==> src/rtl/arb_pkg.sv <==
// Shared arbiter types, sizing constants and helpers.
package arb_pkg;

  localparam int unsigned ARB_N   = 64;
  localparam int unsigned ARB_IDW = $clog2(ARB_N);

  typedef enum logic {
    IDLE = 1'b0,
    BUSY = 1'b1
  } state_t;

  // One-hot vector with only bit id set.
  function automatic logic [ARB_N-1:0] onehot(input logic [ARB_IDW-1:0] id);
    onehot     = '0;
    onehot[id] = 1'b1;
  endfunction

endpackage

==> src/rtl/prio_enc_n.sv <==
// Combinational highest-set-bit encoder.
module prio_enc_n #(
  parameter int unsigned N   = 64,
  parameter int unsigned IDW = $clog2(N)
) (
  input  logic [N-1:0]   in,
  output logic [IDW-1:0] out,
  output logic           any
);

  // Ascending scan so the highest set bit is the last one written.
  always_comb begin
    out = '0;
    any = |in;
    for (int i = 0; i < N; i++) begin
      if (in[i]) out = IDW'(i);
    end
  end

endmodule

==> src/rtl/rr_arbiter64.sv <==
// Round-robin arbiter for 64 requesters with grant hold and hold-limit timeout.
module rr_arbiter64
  import arb_pkg::*;
#(
  parameter int unsigned N        = ARB_N,
  parameter int unsigned IDW      = $clog2(N),
  parameter int unsigned MAX_HOLD = 16
) (
  input  logic           clk,
  input  logic           rst_n,
  input  logic [N-1:0]   req,
  input  logic           rel,
  output logic [N-1:0]   gnt,
  output logic [IDW-1:0] gnt_id,
  output logic           gnt_valid,
  output logic           timeout
);

  localparam int unsigned CW       = (MAX_HOLD < 2) ? 1 : $clog2(MAX_HOLD + 1);
  localparam logic [CW-1:0] CNT_MAX  = '1;
  localparam logic [CW-1:0] HOLD_LIM = CW'(MAX_HOLD);

  state_t         state_q, state_d;
  logic [IDW-1:0] ptr_q, ptr_d;
  logic [CW-1:0]  cnt_q, cnt_d;
  logic [N-1:0]   gnt_d;
  logic [IDW-1:0] gnt_id_d;
  logic           gnt_valid_d;
  logic           timeout_d;

  logic [N-1:0]   mask;
  logic [N-1:0]   req_m;
  logic [IDW-1:0] id_m, id_u, win_id;
  logic           any_m, any_u;
  logic           hold_hit;
  logic           own_req;

  // Requesters strictly below the last winner get first chance.
  assign mask   = (N'(1) << ptr_q) - N'(1);
  assign req_m  = req & mask;
  assign win_id = any_m ? id_m : id_u;

  assign own_req  = req[gnt_id];
  assign hold_hit = (MAX_HOLD != 0) && (cnt_q == HOLD_LIM);

  prio_enc_n #(.N(N), .IDW(IDW)) u_enc_masked (
    .in  (req_m),
    .out (id_m),
    .any (any_m)
  );

  prio_enc_n #(.N(N), .IDW(IDW)) u_enc_full (
    .in  (req),
    .out (id_u),
    .any (any_u)
  );

  // Next-state and next-output logic.
  always_comb begin
    state_d     = state_q;
    ptr_d       = ptr_q;
    cnt_d       = cnt_q;
    gnt_d       = gnt;
    gnt_id_d    = gnt_id;
    gnt_valid_d = gnt_valid;
    timeout_d   = 1'b0;
    case (state_q)
      IDLE: begin
        if (any_u) begin
          state_d     = BUSY;
          gnt_d       = N'(onehot(ARB_IDW'(win_id)));
          gnt_id_d    = win_id;
          gnt_valid_d = 1'b1;
          ptr_d       = win_id;
          cnt_d       = CW'(1);
        end
      end
      BUSY: begin
        if (rel || !own_req || hold_hit) begin
          state_d     = IDLE;
          gnt_d       = '0;
          gnt_id_d    = '0;
          gnt_valid_d = 1'b0;
          cnt_d       = '0;
          timeout_d   = hold_hit && !rel && own_req;
        end else if (cnt_q != CNT_MAX) begin
          cnt_d = cnt_q + CW'(1);
        end
      end
      default: state_d = IDLE;
    endcase
  end

  // State, pointer, counter and output registers.
  always_ff @(posedge clk or negedge rst_n) begin
    if (!rst_n) begin
      state_q   <= IDLE;
      ptr_q     <= '0;
      cnt_q     <= '0;
      gnt       <= '0;
      gnt_id    <= '0;
      gnt_valid <= 1'b0;
      timeout   <= 1'b0;
    end else begin
      state_q   <= state_d;
      ptr_q     <= ptr_d;
      cnt_q     <= cnt_d;
      gnt       <= gnt_d;
      gnt_id    <= gnt_id_d;
      gnt_valid <= gnt_valid_d;
      timeout   <= timeout_d;
    end
  end

endmodule

==> config.mk <==
export PLATFORM = sky130hd
export DESIGN_NAME = rr_arbiter64
export DESIGN_NICKNAME = d
export VERILOG_FILES = /design/src/rtl/arb_pkg.sv /design/src/rtl/prio_enc_n.sv /design/src/rtl/rr_arbiter64.sv
export SDC_FILE = /design/constraint.sdc
export NUM_CORES = 1
export LEC_CHECK = 0
export CAP_MARGIN = 20
export CORE_MARGIN = 2
export CORE_UTILIZATION = 58
export DETAILED_ROUTE_END_ITERATION = 8
export GPL_TIMING_DRIVEN = 0
export PLACE_DENSITY_LB_ADDON = 0.08
export SLEW_MARGIN = 0
export SYNTH_ARGS = -nofsm -noshare
export SYNTH_HDL_FRONTEND = slang
export SYNTH_SLANG_ARGS = --single-unit
==> constraint.sdc <==
create_clock -name clk -period 8.2 [get_ports clk]
set_input_delay 1.64 -clock clk [delete_from_list [all_inputs] [get_ports clk]]
set_output_delay 1.64 -clock clk [all_outputs]
set_load 0.005 [all_outputs]
==> impl_metrics.tcl, run 1 <==
set metrics [dict create \
    syn-cell-area_sq_mm 0.00751 \
    p_per_area_mw_per_mm2 307 \
    max_slew_margin 0.197 \
    layout_commonest_cell "clkdlybuf4s50_1" \
    wire_per_inst_um 25.6 \
    viasPerCell 7.36 \
    fin_nets 1123 \
    fin_crit_ns 6.41 \
    hold_violations 0 \
    cts_max_path_buffers 2 \
    worst_setup_path_end_kind "flop" \
    skew_ns 0.00918 \
    fillers 940 \
    fmax_mhz 156 \
    synth.area.top_cells "dfrtp_1, mux4_2, nand2_1, o21ai_0, a22o_1" \
    die_area_sq_mm 0.0139 \
    start_util 0.595 \
    cts_inserted_buffers 9 \
    grtUsageTotal 0.443 \
    final_util 0.742 \
    drc 0 \
    period_share 0.782 \
    synth_top_area_cell "dfrtp_1" \
    synthFlopType "dfrtp_1" \
    syn_nets 976 \
    rsz0062_at_grt "no" \
    slowest_stage "a2111oi_0" \
    p_leak_nw 3.62 \
    path_class "reg2reg" \
    die_w_um 118 \
    cp.arrival_ns 6.66 \
    postCtsSetupBuffers 0 \
    die_height_um 118 \
    drtPass1Iterations 6 \
    synth-async-reset-ratio 1.00 \
    clk_pin_slew_worst_paths_ns 0.06 \
    crit_required_ns 8.45 \
    antenna_found_initial 1 \
    tritoncts "built" \
    grt_remaining_overflow 0 \
    holdBufCountCts 0 \
    postSynthAreaPerCell_sq_um 8.30 \
    setup_viol 0 \
    ys_seq_elements 84 \
    synthToLayoutAreaGrowth_pct 24.6 \
    cp_top_family "compound AO/OA/AOI/OAI gates" \
    fp-row-count 41 \
    post_cts_resize_count 0 \
    grt_pass1_vias 8434 \
    worst-path-buf-inv 6 \
    dp_hpwl_um 23700 \
    cts_root_buffer "clkbuf_16" \
    synth-edff-count 0 \
    seq_area_frac_synth 0.280 \
    io_pins 139 \
    cp_cell_sequence "buf_2 -> buf_4 -> buf_4 -> buf_4 -> nor4_2 -> nand2_1 -> ha_1 -> clkbuf_1 -> clkbuf_1 -> o21a_1 -> mux2_2 -> nor3_1 -> nand2_1 -> a2111oi_0 -> o31ai_1 -> a31o_2 -> nor2_1 -> nand4_1 -> o21ai_0" \
    startpoint_type "flop" \
    gp_congestion 1.14 \
    crit_top_cell "buf_4" \
    vias 9043 \
    cp_slowest_stage_delay_ns 1.00 \
    core_sq_mm 0.0126 \
    hp-class "reg2reg" \
    final_cell_mix "clkdlybuf4s50_1, nand2_1, dfrtp_1" \
    setup_tns_ns 0 \
    drtIter0Drc 1380 \
    drv_slew 0 \
    clock_latency_ns 0.34 \
    h-tree-depth 3 \
    netlist_instances 905 \
    yosys.area.top_type_share 0.280 \
    ir_drop_mv 0.286 \
    grt_max_degree 71 \
    path_max_fanout 10 \
    yosys_warnings 0 \
    wirelength_um 31400 \
    maxCapViolCount 0 \
    clock-sinks 84 \
    detail-route-antenna-nets 0 \
    io_buffers 134 \
    grt_pass1_wl_um 48000 \
    tightest_slew_ns 1.17 \
    ys_types 95 \
    status "completed" \
    drive_gt1_frac 0.104 \
]
==> synthesized netlist by cell type, types with 6 or more instances <==
cell type,number
nor3_1,26
nand4_1,15
o31ai_1,17
dfrtp_1,84
nand3_1,37
buf_2,17
a211oi_1,11
a21o_1,7
a22o_1,30
and3_1,14
nor3_2,7
o21bai_1,6
nor2_1,59
mux4_2,21
nor4_1,23
a21oi_1,50
clkbuf_1,27
o21ai_1,8
a2111oi_0,6
a21boi_0,6
a31oi_1,10
inv_1,33
a221oi_1,7
o21ai_0,73
o2111ai_1,8
nor2b_1,9
mux2i_1,6
or2_2,6
nand3b_1,8
nand2_1,108
nand2b_1,12
o21a_1,9
o211ai_1,10
and2_1,7
==> path summary, 6_finish.rpt <==
kind                       startpoint       to  cells after the start  slack (ns)
max in group asynchronous       rst_n  gnt[48]                      2        6.46
min in group asynchronous       rst_n   gnt[6]                      1        1.15
hold / removal                 gnt[2]   gnt[2]                      2        0.48
setup / recovery             ptr_q[3]  gnt[15]                     19        1.79
hold reg to reg                gnt[2]   gnt[2]                      2        0.48
setup reg to reg             ptr_q[3]  gnt[15]                     19        1.79
==> layer usage <==
metal,wire (um),up-vias,track usage
met2,13200,853,0.638
li1,-,3787,-
met5,0,-,0
met1,11400,4205,0.587
met4,2020,0,0.224
met3,4850,198,0.161
==> where the power goes <==
| part | total, mW | switching (mW) | internal (mW) |
|---|---|---|---|
| Combinational | 1.97 | 1.32 | 0.649 |
| Clock | 0.358 | 0.155 | 0.203 |
| Sequential | 0.545 | 0.0588 | 0.486 |
==> stage by stage <==
step / power, mW / cells / cell area (sq um) / setup WS (ns) / hold WS (ns)
final: 2.87 / 1229 / 9360 / 1.79 / 0.479
after detailed placement: 2.39 / 1212 / 9100 / 2.26 / 0.469
after global routing: 2.98 / 1228 / 9360 / 1.56 / 0.503
after CTS: 2.77 / 1227 / 9350 / 2.23 / 0.478
after global placement: 2.34 / 1211 / 9070 / 2.37 / 0.460
after floorplan: 1.74 / 905 / 7510 / 3.45 / 0.471
==> registers in the layout, summed over array words and instances (netlist names) <==
signal     count
cnt_q          5
gnt_valid      1
timeout        1
gnt           64
ptr_q          6
state_q        1
gnt_id         6
==> area by class of cell <==
cell class	instances	area, sq um	area share
Timing Repair Buffer	136	1370	0.147
Sequential cell	84	2100	0.225
Buffer	57	284	0.0304
Clock inverter	2	12.5	0.00134
Multi-Input combinational cell	731	5010	0.535
Tap cell	172	215	0.0230
Inverter	33	124	0.0132
Clock buffer	13	240	0.0257
Antenna cell	1	2.50	0.000267
==> logic make-up after synthesis <==
kind of cell | count (synthesis) | synth area share
flops | 84 | 0.280
mux | 29 | 0.0740
compound gates | 311 | 0.296
simple gates | 381 | 0.283
buf+inv | 90 | 0.0543
fa+ha+maj | 4 | 0.00666
xor+xnor | 6 | 0.00700
==> tightest hold or removal path, delay by kind of cell, from the launching register on <==
kind               cells  cell delay [ns]
DFF                    1             0.34
AOI/OAI and AO/OA      1             0.06
and+or+nand+nor        1             0.05
No activity file was read; power rests on OpenSTA's default activity.
==> inputs of run 2 (changes only) <==
Settings changed: CORE_UTILIZATION 58 to 54.
Clock period 8.2 ns to 6.11 ns, I/O delays scaled along.
==> impl_metrics.tcl, run 2 (same netlist as run 1, synthesis figures left out) <==
set metrics [dict create \
    slowest_stage "o41ai_1" \
    synthToLayoutAreaGrowth_pct 26.5 \
    grt_pass1_wl_um 46300 \
    grt_remaining_overflow 0 \
    hold_violations 0 \
    crit_top_cell "buf_4" \
    io_buffers 134 \
    cp_cell_sequence "buf_2 -> buf_4 -> buf_4 -> buf_4 -> nor4_4 -> nand3b_1 -> ha_1 -> clkbuf_2 -> clkbuf_2 -> o21ai_0 -> mux2i_2 -> a311oi_1 -> o41ai_1 -> a31oi_1 -> o211ai_1 -> a21oi_1 -> o41ai_4 -> buf_4 -> buf_4 -> nand3b_1 -> o21ai_0" \
    final_cell_mix "clkdlybuf4s50_1, nand2_1, dfrtp_1" \
    h-tree-depth 3 \
    die_w_um 122 \
    viasPerCell 7.09 \
    hp-class "reg2reg" \
    path_depth 21 \
    startpoint "ptr_q[3]" \
    regArea_sq_mm 0.00210 \
    routed.top_layer "met4" \
    cp.arrival_ns 6.22 \
    startpoint_type "flop" \
    drive_gt1_frac 0.121 \
    drtPass1Iterations 6 \
    cp_slowest_stage_delay_ns 0.49 \
    r2r_setup_slack_ns 0.14 \
    grtUsageTotal 0.412 \
    wire_per_inst_um 24.8 \
    vias 8811 \
    layout_commonest_cell "clkdlybuf4s50_1" \
    worst_setup_path_end_kind "flop" \
    fmax_mhz 168 \
    stdcell_count 1243 \
    fin_crit_ns 5.97 \
    grt_max_degree 75 \
    worst-path-buf-inv 8 \
    antenna_cells 0 \
    crit_required_ns 6.36 \
    multiInputGateArea_sq_mm 0.00505 \
    setup_viol 0 \
    cts_root_buffer "clkbuf_16" \
    drv_slew 0 \
    largest_reg_flops 64 \
    r2r-start "ptr_q[3]" \
    max_slew_margin 0.238 \
    tritoncts "built" \
    clk_pin_slew_worst_paths_ns 0.07 \
    cp_top_family "compound AO/OA/AOI/OAI gates" \
    wl_met2_um 12800 \
    antenna_found_initial 0 \
    maxCapViolCount 0 \
    die_area_sq_mm 0.0149 \
    p_per_area_mw_per_mm2 415 \
    cts_inserted_buffers 9 \
    period_share 0.977 \
    p_leak_nw 3.68 \
    detail-route-antenna-nets 0 \
    dp_hpwl_um 23800 \
    die_height_um 122 \
    setup_tns_ns 0 \
    drtIter0Drc 1400 \
    skew_ns 0.0102 \
    cts_max_path_buffers 2 \
    status "completed" \
    routed-wl-met3_um 4230 \
    whs_ns 0.480 \
    tightest_slew_ns 1.14 \
    ir_drop_mv 0.267 \
    top_regs "gnt x64, gnt_id x6, ptr_q x6" \
    clock-sinks 84 \
    timing.rr.end "gnt[19]" \
    critical_path.endpoint "gnt[19]" \
    core_sq_mm 0.0137 \
    start_util 0.547 \
    path_max_fanout 10 \
    fp-row-count 43 \
    fillers 1166 \
    rr_worst_depth 21 \
    dpl.cell_count 1221 \
    path_class "reg2reg" \
    wirelength_um 30900 \
    grt_pass1_vias 8028 \
    gp_congestion 1.08 \
    fin_nets 1129 \
    io_pins 139 \
    clock_latency_ns 0.35 \
    wl_met1_um 12400 \
    largest_register "gnt" \
    drc 0 \
]
==> run 2: cell count changes in the layout (fill, tap and decap cells not counted), sizes merged <==
cell	delta
diode	-1
clkbuf	-5
clkinvlp	+2
inv	+3
buf	+7
==> run 2: area by class of cell <==
cell class	instances	area share
multi-input cells	731	0.532
flip-flops and latches	84	0.221
repair buffers	142	0.149
plain buffers	57	0.0302
clock buffers	9	0.0237
well taps	180	0.0237
inverters	33	0.0130
clock inverters	7	0.00737
==> run 2: what timing repair did <==
item | in CTS | in global routing
resized for setup | 3 | 9
setup buffers | 0 | 6
hold buffers | 0 | 0
endpoints found under the setup margin | 9 | 67
endpoints found under the hold margin | 0 | 0
pin swaps | 0 | 2
==> run 2: how the worst min path moves through the flow <==
stage | endpoint | slack [ns] | cells after the start | start
floorplan | gnt_valid | 0.47 | 2 | gnt_valid
global placement | gnt[27] | 0.46 | 2 | gnt[27]
detailed placement | gnt[6] | 0.47 | 2 | gnt[6]
CTS | gnt[6] | 0.49 | 2 | gnt[6]
global route | gnt[30] | 0.51 | 2 | gnt[30]
finish | gnt[6] | 0.48 | 2 | gnt[6]
==> run 2: through the flow <==
| step | util | area (sq um) | worst slack (ns) | total power, mW |
|---|---|---|---|---|
| floorplan | - | 7510 | 1.36 | 2.33 |
| global placement | 0.662 | 9080 | -0.0651 | 3.17 |
| detailed placement | 0.664 | 9110 | -0.00607 | 3.20 |
| CTS | 0.687 | 9420 | 0.0293 | 3.75 |
| global route | 0.693 | 9500 | -0.0534 | 4.12 |
| finish | 0.693 | 9500 | 0.141 | 3.95 |
==> run 2: metal layers <==
layer,global-route usage,vias up
li1,-,3807
met1,0.599,4153
met5,0,-
met3,0.112,144
met2,0.582,707
met4,0.158,0
==> run 2: where the power goes <==
part / switching [mW] / leakage (nW) / internal [mW]
Clock: 0.254 / 0.135 / 0.286
Combinational: 1.74 / 2.40 / 0.930
Sequential: 0.0816 / 1.14 / 0.652
==> run 2: worst reg2reg max path: stages, from the launching register on <==
cell,delay (ns)
dfrtp_1,0.47
buf_2,0.23
buf_4,0.19
buf_4,0.19
buf_4,0.21
nor4_4,0.37
nand3b_1,0.16
ha_1,0.34
clkbuf_2,0.29
clkbuf_2,0.31
o21ai_0,0.19
mux2i_2,0.44
a311oi_1,0.15
o41ai_1,0.49
a31oi_1,0.18
o211ai_1,0.27
a21oi_1,0.18
o41ai_4,0.38
buf_4,0.22
buf_4,0.18
nand3b_1,0.17
o21ai_0,0.28
